[src/rtl/mult_pkg.sv]
// Shared types and sizing helpers for the shift-and-add multiplier datapath.
package mult_pkg;

  localparam int unsigned DEF_WIDTH = 8;

  typedef enum logic [1:0] {
    IDLE = 2'd0,
    RUN  = 2'd1,
    DONE = 2'd2
  } state_t;

  // Product width for a given operand width.
  function automatic int unsigned prod_width(input int unsigned width);
    return 2 * width;
  endfunction

endpackage

[src/rtl/param_rca.sv]
// Ripple-carry adder, optionally approximate in its lower half.
// APPROX=1: the lower WIDTH/2 sum bits are a|b, and the carry into the upper
// half is generated only by the top lower-half bit pair (a&b). The upper half
// is always an exact ripple chain.
module param_rca #(
  parameter int unsigned WIDTH  = 8,
  parameter int unsigned APPROX = 0
) (
  input  logic [WIDTH-1:0] a,
  input  logic [WIDTH-1:0] b,
  input  logic             cin,
  output logic [WIDTH-1:0] sum,
  output logic             cout
);

  localparam int LOA_BITS = (APPROX != 0) ? int'(WIDTH / 2) : 0;

  logic [WIDTH:0] carry;

  // Bitwise ripple chain; approximate cells replace the low full adders.
  always_comb begin
    carry    = '0;
    sum      = '0;
    carry[0] = cin;
    for (int i = 0; i < int'(WIDTH); i++) begin
      if (i < LOA_BITS) begin
        sum[i]     = a[i] | b[i];
        carry[i+1] = (i == LOA_BITS - 1) ? (a[i] & b[i]) : carry[i];
      end else begin
        sum[i]     = a[i] ^ b[i] ^ carry[i];
        carry[i+1] = (a[i] & b[i]) | (carry[i] & (a[i] ^ b[i]));
      end
    end
    cout = carry[WIDTH];
  end

endmodule

[src/rtl/shift_add_mult.sv]
// Sequential shift-and-add multiplier: one adder step per cycle with
// valid/ready handshakes, operand isolation on zero multiplier bits, and a
// gate_en strobe for the upper-accumulator clock gate.
module shift_add_mult
  import mult_pkg::*;
#(
  parameter int unsigned WIDTH  = DEF_WIDTH,
  parameter int unsigned APPROX = 0
) (
  input  logic                 clk,
  input  logic                 rst,
  input  logic                 in_valid,
  output logic                 in_ready,
  input  logic [WIDTH-1:0]     a,
  input  logic [WIDTH-1:0]     b,
  output logic                 out_valid,
  input  logic                 out_ready,
  output logic [2*WIDTH-1:0]   product,
  output logic                 gate_en
);

  localparam int unsigned PW = prod_width(WIDTH);
  localparam int unsigned CW = $clog2(WIDTH + 1);

  state_t          state, state_nxt;
  logic [WIDTH-1:0] a_reg, a_nxt;
  logic [PW-1:0]    p_reg, p_nxt;
  logic [CW-1:0]    cnt, cnt_nxt;

  logic [WIDTH-1:0] rca_b;
  logic [WIDTH-1:0] rca_sum;
  logic             rca_cout;

  // Operand isolation: the adder sees zero when the current multiplier bit is 0.
  always_comb begin
    rca_b = '0;
    if (p_reg[0]) begin
      rca_b = a_reg;
    end
  end

  param_rca #(
    .WIDTH  (WIDTH),
    .APPROX (APPROX)
  ) u_rca (
    .a    (p_reg[PW-1:WIDTH]),
    .b    (rca_b),
    .cin  (1'b0),
    .sum  (rca_sum),
    .cout (rca_cout)
  );

  // Next-state, datapath update and handshake outputs.
  always_comb begin
    state_nxt = state;
    a_nxt     = a_reg;
    p_nxt     = p_reg;
    cnt_nxt   = cnt;
    in_ready  = 1'b0;
    out_valid = 1'b0;
    gate_en   = 1'b0;

    case (state)
      IDLE: begin
        in_ready = 1'b1;
        if (in_valid) begin
          a_nxt     = a;
          p_nxt     = {{WIDTH{1'b0}}, b};
          cnt_nxt   = '0;
          state_nxt = RUN;
        end
      end

      RUN: begin
        gate_en = p_reg[0];
        if (p_reg[0]) begin
          p_nxt = {rca_cout, rca_sum, p_reg[WIDTH-1:1]};
        end else begin
          p_nxt = {1'b0, p_reg[PW-1:1]};
        end
        cnt_nxt = cnt + CW'(1);
        if (cnt == CW'(WIDTH - 1)) begin
          state_nxt = DONE;
        end
      end

      DONE: begin
        out_valid = 1'b1;
        if (out_ready) begin
          in_ready = 1'b1;
          if (in_valid) begin
            a_nxt     = a;
            p_nxt     = {{WIDTH{1'b0}}, b};
            cnt_nxt   = '0;
            state_nxt = RUN;
          end else begin
            state_nxt = IDLE;
          end
        end
      end

      default: begin
        state_nxt = IDLE;
      end
    endcase
  end

  // State and datapath registers; reset discards any work in flight.
  always_ff @(posedge clk or posedge rst) begin
    if (rst) begin
      state <= IDLE;
      a_reg <= '0;
      p_reg <= '0;
      cnt   <= '0;
    end else begin
      state <= state_nxt;
      a_reg <= a_nxt;
      p_reg <= p_nxt;
      cnt   <= cnt_nxt;
    end
  end

  assign product = p_reg;

endmodule
[config.mk]
export PLATFORM = sky130hd
export DESIGN_NAME = shift_add_mult
export DESIGN_NICKNAME = d
export VERILOG_FILES = /design/src/rtl/mult_pkg.sv /design/src/rtl/param_rca.sv /design/src/rtl/shift_add_mult.sv
export SDC_FILE = /design/constraint.sdc
export NUM_CORES = 1
export LEC_CHECK = 0
export BUFFER_PORTS_ARGS = -buffer_cell sky130_fd_sc_hd__buf_2
export CORE_UTILIZATION = 45
export DETAILED_ROUTE_END_ITERATION = 12
export PLACE_DENSITY = 0.68
export SLEW_MARGIN = 20
export SYNTH_ARGS = -nofsm -noshare
export SYNTH_HDL_FRONTEND = slang
export SYNTH_HIERARCHICAL = 1
export SYNTH_SLANG_ARGS = --single-unit
[constraint.sdc]
create_clock -name clk -period 12 [get_ports clk]
set_input_delay 1.2 -clock clk [delete_from_list [all_inputs] [get_ports clk]]
set_output_delay 1.2 -clock clk [all_outputs]
set_load 0.05 [all_outputs]
* After elaboration in Yosys (flattened, before gate mapping) *
Index checks and enable logic that the tools add are counted.

storage, ports and cells
  register bits after elaboration = 30
  bits of input ports = 20
  output and inout bits = 19
  word-level logic and storage cells = 74

cells by class
  add/sub/neg operators = 1
  equality and inequality tests = 6
  muxes and demuxes = 20
  bitwise logic cells = 37
  reductions and logical operators = 6

operators by type and width
  operator               count
  $mux W16               3
  $pmux W16 S3           1
  $mux W8                3
  $pmux W8 S2            1
  $and A1 B1 Y1          15
  $xor A1 B1 Y1          15
  $pmux W4 S3            1
  $mux W4                2
  $or A1 B1 Y1           7
  $mux W2                3
  $ne A2 B2 Y1 const B   3
  $pmux W2 S3            1
  $add A4 B1 Y4 const B  1
  $eq A4 B3 Y1 const B   1
  $mux W1                4
  $reduce_and A2 Y1      2
  $reduce_and A3 Y1      1
  $reduce_bool A3 Y1     1
  $eq A2 B1 Y1 const B   1
  $eq A2 B2 Y1 const B   1
  $logic_not A2 Y1       1
  $pmux W1 S2            1
  $reduce_bool A2 Y1     1

* Depth between registers and ports, before layout *
  word-level depth = 18
  depth in mapped cells = 17
  mapped depth without buffers = 15

* Cells and area by module *
The synthesis kept the hierarchy.

by module, submodules not included
  module          times used  cells an instance  area an instance (um2)  seq. area each (um2)
  shift_add_mult  1           117                1,529.0                 750.7
  param_rca       1           18                 197.7                   0.0

* Least setup slack after synthesis *
No wires, ideal clock.

  path kind = reg-to-reg
  from = reg p_reg[0] (netlist: product[0])
  to = reg p_reg[14] (netlist: product[14])
  data arrival time = 4.307 ns
  slack = 7.615 ns
  cell stages (with the launch flop) = 18
  clock period less this slack = 4.385 ns
  path through = dfrtp_1 > buf_6 > clkbuf_1 > and2_1 > inv_1 > fa_1 > inv_1 > fa_1 > fa_1 > fa_1 > fa_1 > fa_1 > fa_1 > inv_1 > fa_1 > inv_1 > mux2i_1 > o2bb2ai_1

on the way
  cells in the longest elaborated chain, start to end = 17
  elaborated cells on any way between the ends = 30
  classes of those cells = mux: 3; bitwise: 27

ends and longest elaborated chain
  item                        RTL line               RTL
  from (decl)                 shift_add_mult.sv:27   logic [PW-1:0] p_reg, p_nxt;
  from (signal assigned)      shift_add_mult.sv:118  p_reg <= p_nxt;
  $mux W8                     shift_add_mult.sv:37   if (p_reg[0]) begin
  net rca_b[0]                shift_add_mult.sv:30   logic [WIDTH-1:0] rca_b;
  $and A1 B1 Y1 (2 in a row)  param_rca.sv:31        carry[i+1] = (a[i] & b[i]) | (carry[i] & (a[i] ^ b[i]));
  $or A1 B1 Y1                param_rca.sv:31
  $and A1 B1 Y1               param_rca.sv:31
  $or A1 B1 Y1                param_rca.sv:31
  $and A1 B1 Y1               param_rca.sv:31
  $or A1 B1 Y1                param_rca.sv:31
  [... 2 more ...]            -
  $and A1 B1 Y1               param_rca.sv:31
  $or A1 B1 Y1                param_rca.sv:31
  $and A1 B1 Y1               param_rca.sv:31
  $or A1 B1 Y1                param_rca.sv:31
  $xor A1 B1 Y1               param_rca.sv:30        sum[i] = a[i] ^ b[i] ^ carry[i];
  net rca_sum[7]              shift_add_mult.sv:31   logic [WIDTH-1:0] rca_sum;
  $mux W16                    shift_add_mult.sv:76   if (p_reg[0]) begin
  $pmux W16 S3                shift_add_mult.sv:63   case (state)

The timed path passes the listed nets, and every way through them passes these cells.
A chain may end at the register's enable or synchronous reset.

* Worst setup path in the final report *
Ends and elaborated chain as after synthesis.

==> results by stage <==
Outcome:
- The flow ran to the end, and the final reports show no timing, DRC or antenna violations.

Clocking:
- The number of gates resized after CTS is 0.
- The clock input transition at the sequential cells of the worst setup and hold paths is 70 ps.
- The post-CTS setup-driven buffer insertion count is 0.
- The clock root buffer is clkbuf_8.
- The H-tree generated during clock tree synthesis spans 2 levels.
- The total clock sinks is 30.
- The deepest clock path buffer count is 2.
- The CTS buffer count is 5.
- Hold repair after CTS inserted 0 buffers.
- The clock reaches the later pin of the worst-skew pair after 270 ps.
- TritonCTS built the clock tree.

Synth:
- The share of the Yosys chip area taken by registers is 43.48%.
- The count of flip-flops with a built-in enable after synthesis is 0.
- The mapped netlist covers 1727 um2.
- The number of nets produced by synthesis is 164.
- After synthesis, the share of flip-flops with an asynchronous set or reset is 100.0%.
- The netlist uses 30 different library cells.
- The number of warnings reported in the yosys synthesis log is 6.
- The most used flip-flop cell after synthesis is dfrtp_1.
- The number of flip-flops and latches in the synthesized netlist is 30.
- After synthesis, the mean cell area works out to 12.79 um2.
- The cell count after synthesis came out at 135.

Pwr:
- The worst voltage drop across the vdd grid is 131.5 uV.
- The leakage power is 0.9885 nW.
- The power density over the cells is 294.8 nW/um2.

Worst hold path:
- The start point of the worst min-delay path is a_reg[4].
- The worst hold path belongs to the class flop to flop.

STA:
- The setup-violating endpoint count in the final report is 0.
- The upper clock frequency limit is 0.2312 GHz.
- The number of max-slew violations in the final report was 0.
- Setup repair after global routing left no endpoint under its margin.
- The worst pin sits at a relative slew slack of 55.87%.
- The smallest clock period supported by the final layout is computed as 4325 ps.
- The final worst clock skew is 4.996 ps.
- The final-report hold violation count is 0.
- The post-route fraction of the period consumed by the critical path is 36.04%.
- The worst hold slack is 489.3 ps.
- The setup TNS is 0 ps.
- The measured slew at the worst slew-check pin is 661.9 ps.

Setup path:
- Data arrives at the worst endpoint at 4520 ps.
- The reg-to-reg critical path endpoint is product[14].
- In this run the worst path has a maximum fanout of 19.
- The setup check on the worst reg-to-reg path leaves a slack of 7670 ps.
- The worst register-to-register path begins at product[0].
- The critical path starts at product[0].
- The number of cells on the worst reg-to-reg path is 15.
- The critical path's most frequent cell is fa_1.
- Walking the worst path, the cells encountered are and2_1 -> inv_1 -> fa_1 -> inv_1 -> fa_1 -> fa_1 -> fa_1 -> fa_1 -> fa_1 -> fa_1 -> inv_1 -> fa_1 -> inv_1 -> mux2i_1 -> o2bb2ai_1.
- STA classifies the critical path endpoint as a flop.
- The stage delay of the slowest cell on the critical path is 630 ps.
- The worst setup path is of the flop to flop kind.
- The worst setup path endpoint is product[14].
- The nature of the critical path startpoint is a flop.
- The cell with the largest stage delay on the worst path is dfrtp_1.
- The worst path required time is 12200 ps.

Routing:
- The detailed router put a total of 1.337 mm of wire on met1.
- The via count normalized by instance count is 5.135.
- The total iterations of the first detailed-routing run is 4.
- The length of routed met3 wiring is 134 um.
- Summed over all nets, wire length on met2 after detailed routing comes to 1.610 mm.
- The wire length per cell is 13.93 um.
- The DRC violation count after routing is 0.
- The total via count after detailed routing is 1145.
- The violation count after the first detailed-route iteration is 18.
- The count of nets left with antenna violations once routing finished came out at 0.
- The detailed-route wire length is 3.106 mm.
- The highest routed metal layer is met4.

Layout:
- The finished layout holds 223 standard cells, fillers aside.
- Cells fill 55.23% of the core in the end.
- The most common cell after layout, fill and taps aside is buf_2.
- Relative to the synthesized area, the layout overhead comes to 17.10%.
- The register with the most flip-flops in the layout has 16 of them.
- The total inserted antenna cells is 0.
- The final-stage net count is 203.
- The top cell types in the final layout, fill and taps aside, are buf_2, dfrtp_1, mux2_2.
- The post-route netlist has 43.43% of its cells at a drive strength greater than 1.

Place:
- Detailed placement finished with a half-perimeter wire length of 2.250 mm.
- The quantity of I/O buffers inserted on ports is 38.
- After detailed placement, the design holds a cell count of 215.
- At the end of routability-driven placement, the weighted congestion stood at 0.7733.

Job:
- The number of max-cap violations is 0.

Floorplanning:
- The boundary pin count is 39.
- The core outline area is 3661 um2.
- The initial standard-cell utilization of the core is 47.16%.
- The die is 63.95 um tall.
- The die covers 4089 um2.
- The die extent in x is 63.95 um.
- The number of standard-cell rows in the floorplan is 22.

Global route:
- The number of global-route vias before repair was 1148.
- The total global-route track usage is 17.21%.
- The global-route wire length before repair is 5.264 mm.
- The largest net degree at the start of global routing is 31.
- The overall overflow remaining after global route is 0.
- The initial antenna violation count was 0.
[synthesized netlist by cell type (3+ instances only)]
cell,count,share of area (%)
o2bb2ai_1,8,4.1
fa_1,8,9.3
dfrtp_1,30,43
mux2i_1,9,5.2
mux2_2,22,14
buf_6,3,2.0
inv_1,15,3.3
and2_1,9,3.3
o31ai_1,3,1.3
[how the worst min path moves through the flow]
stage | end | slack (ps) | cells past startpoint
5_1_grt | a_reg[4] | 530 | 1
3_5_place_dp | a_reg[4] | 490 | 1
4_1_cts | a_reg[4] | 500 | 1
3_3_place_gp | a_reg[4] | 480 | 1
6_report | a_reg[4] | 490 | 1
2_1_floorplan | a_reg[4] | 450 | 1
[worst max-delay path, delay by kind of cell (launching register included)]
| kind | cells | cell delay (ps) |
|---|---|---|
| compound gates | 1 | 150 |
| fa+ha+maj | 8 | 2840 |
| buf+inv | 4 | 260 |
| flops | 1 | 630 |
| mux | 1 | 60 |
| simple gates | 1 | 300 |
[metrics by stage]
stage                     total power, mW  area, um2  setup WS (ps)
final                              0.5960       2022           7675
after global routing               0.6395       2022           7402
after CTS                          0.6044       2022           7646
after detailed placement           0.5190       1931           7667
after global placement             0.5057       1931           7821
after floorplan                    0.4592       1727           7615
[layer usage]
| layer | vias up | GRT usage, % |
|---|---|---|
| met3 | 4 | 6.250 |
| met1 | 580 | 20.58 |
| met2 | 24 | 28.86 |
| met4 | 0 | 5.114 |
| met5 | - | 0 |
| li1 | 537 | - |
[area by class of cell]
cell class	count	area [um2]
tap	48	60.06
fill	325	1639
sequential	30	750.7
timing repair buffer	39	197.7
multi-input combinational	83	865.8
clock buffer	7	86.33
inverter	15	56.30
clock inverter	1	5.005
[power by group]
part           switching, mW  internal, mW
logic                  0.187         0.133
clock network         0.0367        0.0462
registers             0.0466         0.147
[cell families (layout without fill, tap and decap cells)]
kind of cell | count (synthesis) | after routing | synth area share, %
AOI/OAI and AO/OA | 19 | 19 | 9.348
adders and majority gates | 9 | 9 | 10.00
buffers and inverters | 22 | 62 | 6.376
DFF | 30 | 30 | 43.48
muxes | 34 | 34 | 21.96
other | 1 | 1 | 0.2172
and+or+nand+nor | 20 | 20 | 8.624
No activity file was read; power rests on OpenSTA's default activity.
